$ cat src/rtl/timer_counter.sv
// Programmable down-counter timer with CTRL/PRESET/COUNT word registers.
// Raises a level irq on terminal count (one-shot) or a one-cycle pulse (auto-reload).
module timer_counter #(
  parameter logic [31:0] PRESET_RST = 32'h0000_0000
) (
  input  logic        clk,
  input  logic        reset,
  input  logic [3:2]  addr,
  input  logic        we,
  input  logic [31:0] din,
  output logic [31:0] dout,
  output logic        irq
);

  localparam int          DATA_W    = 32;
  localparam logic [31:0] CTRL_MASK = 32'h0000_000F;

  typedef enum logic [1:0] {
    S_IDLE,
    S_LOAD,
    S_CNT,
    S_INT
  } state_t;

  state_t              state;
  state_t              state_nxt;
  logic [DATA_W-1:0]   ctrl;
  logic [DATA_W-1:0]   preset;
  logic [DATA_W-1:0]   count;
  logic [DATA_W-1:0]   count_nxt;
  logic                pending;
  logic                pend_set;
  logic                pend_clr_fsm;
  logic                en_clr;
  logic                en;
  logic                im;
  logic                mode_auto;
  logic                wr_ctrl;
  logic                wr_preset;

  assign en        = ctrl[0];
  assign im        = ctrl[3];
  assign mode_auto = (ctrl[2:1] == 2'b01);
  assign wr_ctrl   = we && (addr == 2'd0);
  assign wr_preset = we && (addr == 2'd1);

  always_comb begin
    state_nxt    = state;
    count_nxt    = count;
    pend_set     = 1'b0;
    pend_clr_fsm = 1'b0;
    en_clr       = 1'b0;
    case (state)
      S_IDLE: begin
        if (en) state_nxt = S_LOAD;
      end
      S_LOAD: begin
        count_nxt = preset;
        state_nxt = S_CNT;
      end
      S_CNT: begin
        if (!en) begin
          state_nxt = S_IDLE;
        end else if (count > 32'd1) begin
          count_nxt = count - 32'd1;
        end else begin
          // A preset of 0 expires just like a preset of 1
          count_nxt = '0;
          pend_set  = 1'b1;
          state_nxt = S_INT;
        end
      end
      S_INT: begin
        if (mode_auto) begin
          pend_clr_fsm = 1'b1;
          state_nxt    = S_LOAD;
        end else begin
          en_clr    = 1'b1;
          state_nxt = S_IDLE;
        end
      end
      default: state_nxt = S_IDLE;
    endcase
  end

  always_ff @(posedge clk) begin
    if (reset) begin
      state   <= S_IDLE;
      ctrl    <= '0;
      preset  <= PRESET_RST;
      count   <= '0;
      pending <= 1'b0;
    end else begin
      state <= state_nxt;
      count <= count_nxt;
      // A bus write to CTRL overrides the FSM's EN clear in the same cycle
      if (wr_ctrl)
        ctrl <= din & CTRL_MASK;
      else if (en_clr)
        ctrl[0] <= 1'b0;
      if (wr_preset)
        preset <= din;
      // Terminal count beats a simultaneous software acknowledge
      if (pend_set)
        pending <= 1'b1;
      else if (wr_ctrl || wr_preset || pend_clr_fsm)
        pending <= 1'b0;
    end
  end

  always_comb begin
    dout = '0;
    case (addr)
      2'd0:    dout = ctrl;
      2'd1:    dout = preset;
      2'd2:    dout = count;
      default: dout = '0;
    endcase
  end

  assign irq = pending & im;

endmodule

$ cat config.mk
export PLATFORM = sky130hd
export DESIGN_NAME = timer_counter
export DESIGN_NICKNAME = d
export VERILOG_FILES = /design/src/rtl/timer_counter.sv
export SDC_FILE = /design/constraint.sdc
export NUM_CORES = 1
export LEC_CHECK = 0
export CAP_MARGIN = 20
export CELL_PAD_IN_SITES_DETAIL_PLACEMENT = 1
export CELL_PAD_IN_SITES_GLOBAL_PLACEMENT = 2
export CORE_MARGIN = 4
export CORE_UTILIZATION = 33
export CTS_CLUSTER_DIAMETER = 30
export DETAILED_ROUTE_END_ITERATION = 16
export PLACE_DENSITY = 0.89
export SLEW_MARGIN = 20
export SYNTH_ARGS = -nofsm -noshare
export SYNTH_HDL_FRONTEND = slang
export SYNTH_SLANG_ARGS = --single-unit
export TNS_END_PERCENT = 50
$ cat constraint.sdc
create_clock -name clk -period 5.7 [get_ports clk]
set_input_delay 0.855 -clock clk [delete_from_list [all_inputs] [get_ports clk]]
set_output_delay 0.855 -clock clk [all_outputs]
set_load 0.03 [all_outputs]
==> run_results.csv <==
group,metric,value,unit
critical_path,cp_data_required_time,4.85,ns
placed_design,routabilityCongestion,0.854,
sta,relSlewSlack,44.6,%
final_layout,final_common_cell,"nand2_1",
logic_synthesis,ys_seq_area_share,34.2,%
logic_synthesis,synth.distinct_cells,51,
sta,slew_violations,0,
clock_tree,htreeDepth,3,
die,dieArea,14400,sq um
sta,whs,0.477,ns
flow_run,cap_violations,0,
detailed_routing,wl_per_cell,18.9,um
logic_synthesis,synth_top_family_by_area,"compound AO/OA/AOI/OAI gates",
logic_synthesis,synth-main-ff-cell,"dfxtp_1",
critical_path,timing.critical_path.to_type,"primary output",
grt,grt_pass1_wl,23.7,mm
sta,clock_skew,0.00590,ns
sta,grt_setup_unrepaired,"no",
logic_synthesis,synth-compound-area-share,30.7,%
clock_tree,cts_made_buffers,9,
final_layout,nets,633,
clock_tree,clock_sinks,71,
clock_tree,post_cts_buffers,0,
final_layout,drive_gt1_share,7.18,%
grt,grt_max_degree,73,
clock_tree,tritoncts,"yes",
grt,grt_pass1_vias,4567,
clock_tree,cts-resized-gates,0,
clock_tree,clock_latency,0.34,ns
clock_tree,cts_root_buffer,"clkbuf_16",
logic_synthesis,synth_area,4150,sq um
pwr,p_per_area,249,nW/um^2
die,rows,40,
final_layout,n_antenna_cell,0,
grt,track_usage,20.2,%
hold_path,min_path_type,"reg2reg",
logic_synthesis,avgSynthCellArea,7.51,sq um
clock_tree,clockBufferDepth,2,
detailed_routing,routed_wl,14.5,mm
clock_tree,holdBufCountCts,0,
grt,grt-ovfl-total,0,
logic_synthesis,ys_ff_latch,71,
critical_path,setup.worst_path.start_class,"primary input",
run_status,status,"completed",
die,initial_core_util,34.1,%
logic_synthesis,synthArstFlopShare,0,%
final_layout,mostFrequentLayoutCells,"92 x nand2_1, 71 x dfxtp_1, 68 x clkdlybuf4s50_1, 60 x a21oi_1, 43 x o21ai_0",
pwr,ir_worst_vdd,0.0963,mV
logic_synthesis,synthXorXnorAreaFrac,1.27,%
logic_synthesis,synth_nets,592,
die,die_h,120,um
die,die_x,120,um
grt,antenna_found_initial,0,
logic_synthesis,synthSimpleGateAreaFrac,25.3,%
placed_design,placement.io_buffers,69,
sta,hold_viol_final,0,
critical_path,path_max_fanout,15,
logic_synthesis,synthCells,553,
sta,tightest_slew,0.830,ns
final_layout,syn_to_final_growth,25.0,%
detailed_routing,ant_nets,0,
critical_path,arrival,3.41,ns
critical_path,crit_type,"in2out",
detailed_routing,drtIter0Drc,301,
detailed_routing,routed_via_density,5.73,
sta,setup_viol,0,
logic_synthesis,ys_warn_count,0,
sta,fmax,0.235,GHz
logic_synthesis,synth_edf_count,0,
sta,fin_setup_tns,0,ns
placed_design,dp_hpwl,10.1,mm
clock_tree,cts.clk_slew.worst_paths,0.06,ns
die,core_area,12200,sq um
detailed_routing,remaining_drc_errors,0,
die,io_pins,70,
logic_synthesis,synth-adder-area-share,0.603,%
logic_synthesis,synthMuxAreaShare,2.17,%
detailed_routing,via_count,4394,
sta,period_needed,4.26,ns
detailed_routing,dr.pass1.iters,4,
pwr,power_leakage,1.78,nW
sta,timing.final.crit_share,74.8,%
## logic make-up (layout without fill, tap and decap cells)
family	after synthesis	in the layout
AND/OR/NAND/NOR	214	214
AO/OA/AOI/OAI	195	195
flip-flops	71	71
buffers and inverters	56	102
multiplexers	9	9
XOR/XNOR	6	6
adder cells (fa/ha/maj)	2	2
## Yosys cell counts, types with 5 or more instances
| library cell | number | area share, % |
|---|---|---|
| a211oi_1 | 25 | 4.5 |
| a21oi_1 | 60 | 7.2 |
| a221oi_1 | 7 | 1.5 |
| a22o_1 | 27 | 5.7 |
| a31oi_1 | 5 | 0.75 |
| clkbuf_1 | 40 | 3.6 |
| dfxtp_1 | 71 | 34 |
| inv_1 | 7 | 0.63 |
| mux2i_1 | 9 | 2.2 |
| nand2_1 | 93 | 8.4 |
| nand2b_1 | 5 | 0.75 |
| nand3_1 | 26 | 3.1 |
| nand4_1 | 8 | 1.2 |
| nor2_1 | 33 | 3.0 |
| nor2b_1 | 6 | 0.90 |
| nor3_1 | 10 | 1.2 |
| nor4_1 | 11 | 1.7 |
| o21a_1 | 6 | 1.1 |
| o21ai_0 | 43 | 5.2 |
| xnor2_1 | 6 | 1.3 |
## sequential cells by signal, indices dropped and copies added (netlist names)
register  count
count        32
ctrl          4
pending       1
preset       32
state         2
## power breakdown
| group | internal (W) | total [W] | leakage (nW) | switching, W |
|---|---|---|---|---|
| clock | 0.000306 | 0.000521 | 0.134 | 0.000215 |
| sequential | 0.000509 | 0.000528 | 0.575 | 0.0000187 |
| combinational | 0.0000922 | 0.000242 | 1.07 | 0.000149 |
| total | 0.000908 | 0.00129 | 1.78 | 0.000383 |
## path summary, 6_finish.rpt
path / slack [ns] / end / cells past startpoint / from
max: 1.44 / dout[18] / 5 / addr[3]
min: 0.48 / preset[17]$_SDFFE_PP0P_ / 2 / preset[17]$_SDFFE_PP0P_
max reg2reg: 3.11 / count[30]$_SDFFE_PP0P_ / 7 / count[0]$_SDFFE_PP0P_
min reg2reg: 0.48 / preset[17]$_SDFFE_PP0P_ / 2 / preset[17]$_SDFFE_PP0P_
## critical path: stages
cell and delay [ns]:
clkdlybuf4s50_1 0.67, nor2b_2 0.68, buf_4 0.35, a22o_1 0.17
clkdlybuf4s50_1 0.67
## layout make-up
class | instances | area (sq um)
well taps | 168 | 210
inverters | 7 | 26.3
multi-input cells | 426 | 2500
repair buffers | 79 | 761
fillers | 1484 | 6970
flip-flops and latches | 71 | 1420
clock inverters | 3 | 18.8
clock buffers | 13 | 250
## through the flow
step	total power (W)	util [%]	instance area [sq um]	setup slack (ns)	std cells
2_1_floorplan	0.000695	-	4150	2.66	553
3_3_place_gp	0.000773	40.4	4920	1.56	751
3_5_place_dp	0.000779	40.5	4920	1.47	751
4_1_cts	0.00130	42.7	5190	1.47	767
5_1_grt	0.00135	42.7	5190	1.34	767
6_report	0.00129	42.7	5190	1.44	767
## per-layer routing
metal	share of wire (%)	global-route usage [%]	vias to the layer above
li1	-	-	2109
met1	46	27.2	2138
met2	47	32.9	124
met3	5.2	2.43	23
met4	1.8	8.16	0
met5	0	0	-
No activity file was read; power rests on OpenSTA's default activity.
